--- src/rtl/mem_arbiter_pkg.sv ---
// Shared types for the byte-wide RAM arbiter: FSM states, transfer sizes,
// requester ids and a helper that maps a size code to its last byte index.
package mem_arbiter_pkg;

  typedef enum logic [1:0] {
    ArbIdle,
    ArbXfer,
    ArbTail,
    ArbDone
  } arb_state_t;

  typedef enum logic {
    ReqIf,
    ReqMem
  } req_id_t;

  localparam logic [1:0] MemByte = 2'b00;
  localparam logic [1:0] MemHalf = 2'b01;
  localparam logic [1:0] MemWord = 2'b10;

  // Size code 11 is treated as a full word.
  function automatic logic [1:0] last_index(input logic [1:0] size);
    case (size)
      MemByte: last_index = 2'd0;
      MemHalf: last_index = 2'd1;
      default: last_index = 2'd3;
    endcase
  endfunction

endpackage

--- src/rtl/mem_arbiter.sv ---
// Shares the single byte-wide RAM port between instruction fetch and the MEM
// stage, sequencing 1/2/4-byte little-endian transfers one byte per cycle.
module mem_arbiter
  import mem_arbiter_pkg::*;
#(
  parameter int ADDR_WIDTH = 32
) (
  input  logic                  clk,
  input  logic                  rst,
  input  logic                  if_req_i,
  input  logic [ADDR_WIDTH-1:0] if_addr_i,
  input  logic                  if_flush_i,
  output logic                  if_done_o,
  output logic [31:0]           if_inst_o,
  input  logic                  mem_req_i,
  input  logic                  mem_we_i,
  input  logic [1:0]            mem_size_i,
  input  logic [ADDR_WIDTH-1:0] mem_addr_i,
  input  logic [31:0]           mem_wdata_i,
  output logic                  mem_done_o,
  output logic [31:0]           mem_rdata_o,
  input  logic [7:0]            ram_din_i,
  output logic [7:0]            ram_dout_o,
  output logic [ADDR_WIDTH-1:0] ram_a_o,
  output logic                  ram_wr_o,
  output logic                  busy_o
);

  arb_state_t            state_q, state_d;
  req_id_t               req_q, req_d;
  logic                  we_q, we_d;
  logic [1:0]            last_q, last_d;
  logic [1:0]            k_q, k_d;
  logic [ADDR_WIDTH-1:0] addr_q, addr_d;
  logic [31:0]           wdata_q, wdata_d;
  logic [31:0]           rbuf_q, rbuf_d;

  logic                  if_done_d, mem_done_d, ram_wr_d, busy_d;
  logic [31:0]           if_inst_d, mem_rdata_d;
  logic [7:0]            ram_dout_d;
  logic [ADDR_WIDTH-1:0] ram_a_d;
  logic [1:0]            lane;
  logic [31:0]           assembled;
  logic                  flush_now;

  // Next-state and next-output logic; every output is registered below.
  always_comb begin
    state_d     = state_q;
    req_d       = req_q;
    we_d        = we_q;
    last_d      = last_q;
    k_d         = k_q;
    addr_d      = addr_q;
    wdata_d     = wdata_q;
    rbuf_d      = rbuf_q;
    if_done_d   = 1'b0;
    mem_done_d  = 1'b0;
    if_inst_d   = if_inst_o;
    mem_rdata_d = mem_rdata_o;
    ram_a_d     = ram_a_o;
    ram_dout_d  = 8'h00;
    ram_wr_d    = 1'b0;
    busy_d      = busy_o;
    lane        = k_q - 2'd1;
    assembled   = rbuf_q;
    flush_now   = (req_q == ReqIf) && if_flush_i;

    case (state_q)
      ArbIdle: begin
        if (mem_req_i) begin
          req_d      = ReqMem;
          we_d       = mem_we_i;
          last_d     = last_index(mem_size_i);
          addr_d     = mem_addr_i;
          wdata_d    = mem_wdata_i;
          k_d        = 2'd0;
          rbuf_d     = '0;
          state_d    = ArbXfer;
          ram_a_d    = mem_addr_i;
          ram_wr_d   = mem_we_i;
          ram_dout_d = mem_we_i ? mem_wdata_i[7:0] : 8'h00;
          busy_d     = 1'b1;
        end else if (if_req_i && !if_flush_i) begin
          req_d    = ReqIf;
          we_d     = 1'b0;
          last_d   = 2'd3;
          addr_d   = if_addr_i;
          wdata_d  = '0;
          k_d      = 2'd0;
          rbuf_d   = '0;
          state_d  = ArbXfer;
          ram_a_d  = if_addr_i;
          busy_d   = 1'b1;
        end
      end

      ArbXfer: begin
        if (flush_now) begin
          state_d = ArbIdle;
          busy_d  = 1'b0;
        end else begin
          // The byte addressed one cycle ago is on ram_din_i now.
          if (!we_q && (k_q != 2'd0)) begin
            rbuf_d[{lane, 3'b000} +: 8] = ram_din_i;
          end
          if (k_q == last_q) begin
            if (we_q) begin
              state_d    = ArbDone;
              mem_done_d = 1'b1;
            end else begin
              state_d = ArbTail;
            end
          end else begin
            k_d        = k_q + 2'd1;
            ram_a_d    = addr_q + ADDR_WIDTH'(k_d);
            ram_wr_d   = we_q;
            ram_dout_d = we_q ? wdata_q[{k_d, 3'b000} +: 8] : 8'h00;
          end
        end
      end

      ArbTail: begin
        if (flush_now) begin
          state_d = ArbIdle;
          busy_d  = 1'b0;
        end else begin
          assembled[{last_q, 3'b000} +: 8] = ram_din_i;
          state_d = ArbDone;
          if (req_q == ReqIf) begin
            if_done_d = 1'b1;
            if_inst_d = assembled;
          end else begin
            mem_done_d  = 1'b1;
            mem_rdata_d = assembled;
          end
        end
      end

      ArbDone: begin
        state_d = ArbIdle;
        busy_d  = 1'b0;
      end

      default: begin
        state_d = ArbIdle;
        busy_d  = 1'b0;
      end
    endcase
  end

  always_ff @(posedge clk) begin
    if (rst) begin
      state_q     <= ArbIdle;
      req_q       <= ReqIf;
      we_q        <= 1'b0;
      last_q      <= 2'd0;
      k_q         <= 2'd0;
      addr_q      <= '0;
      wdata_q     <= '0;
      rbuf_q      <= '0;
      if_done_o   <= 1'b0;
      if_inst_o   <= '0;
      mem_done_o  <= 1'b0;
      mem_rdata_o <= '0;
      ram_dout_o  <= '0;
      ram_a_o     <= '0;
      ram_wr_o    <= 1'b0;
      busy_o      <= 1'b0;
    end else begin
      state_q     <= state_d;
      req_q       <= req_d;
      we_q        <= we_d;
      last_q      <= last_d;
      k_q         <= k_d;
      addr_q      <= addr_d;
      wdata_q     <= wdata_d;
      rbuf_q      <= rbuf_d;
      if_done_o   <= if_done_d;
      if_inst_o   <= if_inst_d;
      mem_done_o  <= mem_done_d;
      mem_rdata_o <= mem_rdata_d;
      ram_dout_o  <= ram_dout_d;
      ram_a_o     <= ram_a_d;
      ram_wr_o    <= ram_wr_d;
      busy_o      <= busy_d;
    end
  end

endmodule

--- config.mk ---
export PLATFORM = sky130hd
export DESIGN_NAME = mem_arbiter
export DESIGN_NICKNAME = d
export VERILOG_FILES = /design/src/rtl/mem_arbiter_pkg.sv /design/src/rtl/mem_arbiter.sv
export SDC_FILE = /design/constraint.sdc
export NUM_CORES = 1
export LEC_CHECK = 0
export BUFFER_PORTS_ARGS = -buffer_cell sky130_fd_sc_hd__buf_2
export CORE_ASPECT_RATIO = 1.5
export CORE_MARGIN = 2
export CORE_UTILIZATION = 50
export DETAILED_ROUTE_END_ITERATION = 6
export HOLD_SLACK_MARGIN = 0.02
export PLACE_DENSITY = 0.8
export SYNTH_ARGS = -nofsm -noshare
export SYNTH_HDL_FRONTEND = slang
export SYNTH_SLANG_ARGS = --single-unit
export TNS_END_PERCENT = 5
--- constraint.sdc ---
create_clock -name clk -period 3.9 [get_ports clk]
set_clock_uncertainty 0.2 [all_clocks]
set_input_delay 0.195 -clock clk [delete_from_list [all_inputs] [get_ports clk]]
set_output_delay 0.195 -clock clk [all_outputs]
set_load 0.02 [all_outputs]
## Yosys cells after proc, flatten, opt, wreduce, memory -nomap -nowiden

Index checks and enable logic that the tools add are counted.

- Flip-flop bits (word level): 212
- Input bits: 112
- Output and inout bits: 108
- Logic and storage cells: 111

- Add/sub/neg operators: 5
- Equal/unequal tests: 11
- Shifts and indexed selects: 5
- Mux-type cells: 52
- Bitwise logic cells: 3
- Reduce and logical (&&, ||, !) cells: 19

Operator list:

| cell | number |
|---|---|
| $mux W32 | 9 |
| $pmux W32 S2 | 2 |
| $bwmux W32 | 2 |
| $shift A8 B7 Y32 const A | 2 |
| $shiftx A8 B7 Y32 | 2 |
| $mux W8 | 5 |
| $add A32 B2 Y32 | 1 |
| $shiftx A32 B6 Y8 | 1 |
| $mux W2 | 11 |
| $mux W1 | 16 |
| $pmux W8 S2 | 1 |
| $neg A5 Y7 | 2 |
| $pmux W2 S2 | 2 |
| $pmux W2 S4 | 1 |
| $reduce_and A4 Y1 | 2 |
| $ne A2 B2 Y1 const B | 3 |
| $ne A3 B3 Y1 const B | 2 |
| $reduce_and A2 Y1 | 3 |
| $reduce_and A3 Y1 | 2 |
| $reduce_bool A2 Y1 | 3 |
| $eq A2 B1 Y1 const B | 2 |
| $eq A2 B2 Y1 const B | 2 |
| $logic_not A2 Y1 | 2 |
| $pmux W1 S2 | 2 |
| other kinds (10) | 15 |

## Logic depth before layout (Yosys ltp)

- Depth in word-level cells: 7
- Mapped depth: 10
- Mapped depth without buffers: 8

## Worst setup path after synthesis

Ideal clock, no wire load.

- Kind: reg2reg
- Start point: reg k_q[0]
- End point: reg ram_a_o[26]
- Data arrival time: 2.501 ns
- Path slack: 1.080 ns
- Cell stages (with the launch flop): 11
- Buffers on the path: 2
- Path through: dfxtp_1 -> buf_2 -> inv_1 -> ha_1 -> fa_1 -> and4_1 -> buf_2 -> nand3_1 -> nor3_1 -> xor2_1 -> o221a_2

- Cells in the longest elaborated chain, start to end: 5
- Elaborated cells between the ends (all ways): 8
- Classes of those cells: 2 x add/sub; 2 x eq/ne; 3 x mux; 1 x reduce/logical

Ends and longest elaborated chain:

| item | line | source |
|---|---|---|
| start: declaration | mem_arbiter.sv:33 | `logic [1:0] k_q, k_d;` |
| start signal: assignment | mem_arbiter.sv:174 | `k_q <= k_d;` |
| $add A2 B1 Y2 | mem_arbiter.sv:114 | `k_d = k_q + 2'd1;` |
| $add A32 B2 Y32 | mem_arbiter.sv:115 | `ram_a_d = addr_q + ADDR_WIDTH'(k_d);` |
| $mux W32 | mem_arbiter.sv:106 | `if (k_q == last_q) begin` |
| $mux W32 | mem_arbiter.sv:98 | `if (flush_now) begin` |
| $pmux W32 S2 | mem_arbiter.sv:68 | `case (state_q)` |
| end signal: assignment | mem_arbiter.sv:183 | `ram_a_o <= ram_a_d;` |
| end: declaration | mem_arbiter.sv:24 | `output logic [ADDR_WIDTH-1:0] ram_a_o,` |

Several ways; a longest one is shown, not always the timed one. The select of a mux whose other input is x is not followed.
A chain may end at the register's enable or synchronous reset.

## Worst setup path after layout

- Start point: reg state_q[0]
- End point: reg ram_a_o[28]

- Cells in the longest elaborated chain, start to end: 3
- Elaborated cells between the ends (all ways): 8
- Classes of those cells: 4 x eq/ne; 1 x mux; 3 x reduce/logical

Ends and longest elaborated chain:

| item | line | source |
|---|---|---|
| start: declaration | mem_arbiter.sv:29 | `arb_state_t state_q, state_d;` |
| start signal: assignment | mem_arbiter.sv:153 | `state_q <= ArbIdle;` |
| start signal: assignment | mem_arbiter.sv:170 | `state_q <= state_d;` |
| $eq A2 B1 Y1 / $logic_not A2 Y1 (equally long branches) | mem_arbiter.sv:68 |  |
| $ne A2 B2 Y1 (no line), or another cell as far along | -- |  |
| $reduce_and A4 Y1 (no line) | -- |  |

Several ways; a longest one is shown, not always the timed one.

==> impl_metrics.py <==
metrics = {
    "run_status": {
        "outcome": "finished clean",
    },
    "layout": {
        "syn2layout_area_growth_pct": 31.6,
        "fill_cells": 1468,
        "ff_latch_area_um2": 4240,
        "multi_input_area_um2": 4840,
        "final_nets": 1471,
        "final_cell_mix": "buf_2, dfxtp_1, nor2_1, dlygate4sd3_1, a211oi_1",
        "fin_util_pct": 66.9,
        "final_common_cell": "buf_2",
        "layout-drive-gt1-share_pct": 22.1,
    },
    "setup_path": {
        "r2r_slack_ns": 0.86,
        "cpMostUsedCell": "inv_1",
        "path_class": "flip-flop to flip-flop",
        "start_kind": "flip-flop",
        "slowest_delay_ns": 0.76,
        "worstReg2RegStart": "state_q[0]$_SDFFE_PP0P_",
        "crit_chain": "inv_1 -> ha_1 -> inv_1 -> o311ai_4 -> a21o_1 -> a221o_1 -> a31oi_1",
        "worstPathRequired_ns": 4.05,
        "crit_arrival_ns": 3.19,
        "worstRegToRegCells": 7,
        "crit_fanout": 23,
        "end_kind": "flip-flop",
        "cp_slowest_cell": "a21o_1",
        "r2r-end": "ram_a_o[28]$_SDFFE_PP0P_",
    },
    "clock_tree": {
        "cts-resized-gates": 0,
        "path_clk_slew_ns": 0.07,
        "clk_path_buf_depth": 3,
        "insertion_delay_ns": 0.49,
        "cts-root-buf": "clkbuf_16",
        "cts_setup_buffers": 0,
        "numCtsBuffers": 20,
        "htreeDepth": 1,
        "cts_tree": "done",
        "clock_sinks": 212,
    },
    "worst_hold_path": {
        "hold_end": "ram_a_o[18]$_SDFFE_PP0P_",
        "min_delay_path_depth": 5,
        "min_from": "mem_addr_i[18]",
        "hold_path_class": "input pin to flip-flop",
    },
    "place": {
        "pre_cts_ws_ns": 0.933,
        "dp_hpwl_um": 17800,
        "gp_congestion": 0.862,
        "io_buffer_count": 219,
    },
    "pwr": {
        "p_per_area_nw_per_um2": 480,
        "power.leakage_nw": 5.07,
        "ir_drop_v": 0.000347,
    },
    "drt": {
        "first_pass_iters": 5,
        "routed_wl_um": 28100,
        "routed_via_density": 5.78,
        "avgRoutedWirePerCell_um": 17.5,
        "drc": 0,
        "vias": 9308,
        "drt_iter0_drc": 764,
        "ant_nets": 0,
    },
    "floorplanning": {
        "die_y_um": 172,
        "dieArea_um2": 20000,
        "start_util_pct": 50.9,
        "core-area_um2": 18500,
        "pin_count": 220,
        "die_x_um": 116,
        "rows": 61,
    },
    "sta": {
        "period_minus_slack_ns": 3.04,
        "max_freq_ghz": 0.329,
        "finalCritPeriodShare_pct": 78.0,
        "rsz0062_at_grt": "no",
        "tightest_slew_ns": 1.19,
        "hold_viol": 0,
        "slew_violations": 0,
        "fin_worst_hold_slack_ns": 0.0372,
        "setup_tns_ns": 0,
        "worst_slack_ns": 0.857,
        "finalSetupViolCount": 0,
        "max-slew-margin-rel_pct": 20.5,
    },
    "yosys": {
        "synth_area_per_cell_um2": 8.91,
        "synth_enable_flop_cells": 0,
        "synthFlopType": "dfxtp_1",
        "syn_nets": 1186,
        "syn_inst": 1059,
        "synth.distinct_cells": 72,
        "ys_ff_latch": 212,
        "seq_area_frac_synth_pct": 45.0,
        "syn_area_um2": 9430,
        "ys_warn_count": 0,
        "synthArstFlopShare_pct": 0,
    },
    "grt": {
        "first_global_vias": 9017,
        "grt_pass1_wl_um": 44500,
        "grt_usage_pct": 27.5,
        "overflow": 0,
        "grt_max_degree": 123,
        "antenna_found_initial": 1,
    },
    "flow_run": {
        "drv_cap": 0,
    },
}
## cell type report
| cell class | count | share of cell area [%] |
|---|---|---|
| repair buffers | 341 | 18.5 |
| well taps | 252 | 2.54 |
| flip-flops and latches | 212 | 34.2 |
| diodes | 1 | 0.0202 |
| clock buffers | 28 | 4.53 |
| clock inverters | 7 | 0.907 |
| multi-input cells | 758 | 39.0 |
| inverters | 11 | 0.333 |
## through the flow
step	instance area [um2]	std cells	power, W
2_1_floorplan	9430	1059	0.00343
3_3_place_gp	10600	1464	0.00380
3_5_place_dp	10600	1464	0.00382
4_1_cts	12400	1609	0.00594
5_1_grt	12400	1609	0.00621
6_report	12400	1610	0.00596
## worst max-delay path by stage
stage                             from                        to  slack [ns]  depth (start not counted)
3_5_place_dp   state_q[0]$_SDFFE_PP0P_  ram_a_o[28]$_SDFFE_PP0P_        0.93                          7
5_1_grt        state_q[0]$_SDFFE_PP0P_  ram_a_o[28]$_SDFFE_PP0P_        0.67                          7
6_report       state_q[0]$_SDFFE_PP0P_  ram_a_o[28]$_SDFFE_PP0P_        0.86                          7
4_1_cts        state_q[0]$_SDFFE_PP0P_  ram_a_o[28]$_SDFFE_PP0P_        0.90                          7
3_3_place_gp   state_q[0]$_SDFFE_PP0P_  ram_a_o[28]$_SDFFE_PP0P_        1.02                          7
2_1_floorplan      k_q[0]$_SDFFE_PP0P_  ram_a_o[26]$_SDFFE_PP0P_        1.08                         10
## critical path: cells and delay by family (launching register included)
| kind | cells | cell delay (ns) |
|---|---|---|
| fa+ha+maj | 1 | 0.38 |
| buf+inv | 2 | 0.28 |
| flops | 1 | 0.31 |
| compound gates | 4 | 1.70 |
## cell usage after synthesis, drive strengths merged (3+ instances only)
master	n	area, um2
buf	31	155
o221ai	4	35.0
mux4	8	180
nor2	161	607
mux2i	33	330
and3	6	37.5
nor3	17	90.1
a31oi	5	31.3
o22ai	7	43.8
nor4	9	83.8
o211ai	8	60.1
xnor2	19	166
ha	14	175
nand4	12	103
a21oi	82	422
and4	6	56.3
nor3b	3	27.5
dfxtp	212	4240
inv	11	41.3
or2	4	25.0
o21ai	10	50.0
and2	11	68.8
or4	4	30.0
nor2b	33	206
a22oi	47	353
clkbuf	47	176
a211oi	95	713
nand3	38	195
a21o	7	52.6
xor2	9	78.8
nand2	76	288
mux2	3	33.8
## layer usage
layer | vias to the layer above | wire length [um] | global-route usage, %
met1 | 4369 | 10800 | 31.6
met3 | 111 | 1640 | 4.45
met5 | - | 15 | 0
met2 | 429 | 14200 | 48.3
met4 | 2 | 1420 | 14.9
li1 | 4397 | - | -
## report_power, final
part           switching, W  internal, W
registers          0.000176      0.00235
logic              0.000866     0.000530
clock network      0.000823      0.00121
total               0.00187      0.00409
## cell families (layout without fill, tap and decap cells)
kind of cell / count (synthesis) / in the layout / synth area share [%]
adders and majority gates: 15 / 15 / 2.07
xor gates and xnor gates: 28 / 28 / 2.60
muxes: 44 / 44 / 5.77
buffers and inverters: 89 / 387 / 3.95
AOI/OAI and AO/OA: 283 / 283 / 20.6
and+or+nand+nor: 388 / 388 / 20.0
other: 0 / 1 / 0
DFF: 212 / 212 / 45.0
## timing repair
action / in CTS / in global routing
setup endpoints to repair: 0 / 0
endpoints found under the hold margin: 147 / 0
hold buffers: 110 / 0
## registers in the layout (all words and copies together) (netlist names)
signal,count
we_q,1
state_q,2
if_inst_o,32
k_q,2
if_done_o,1
mem_done_o,1
ram_dout_o,8
req_q,1
mem_rdata_o,32
last_q,2
busy_o,1
wdata_q,32
ram_a_o,32
ram_wr_o,1
rbuf_q,32
addr_q,32
Power figures use the tool's default switching activity.
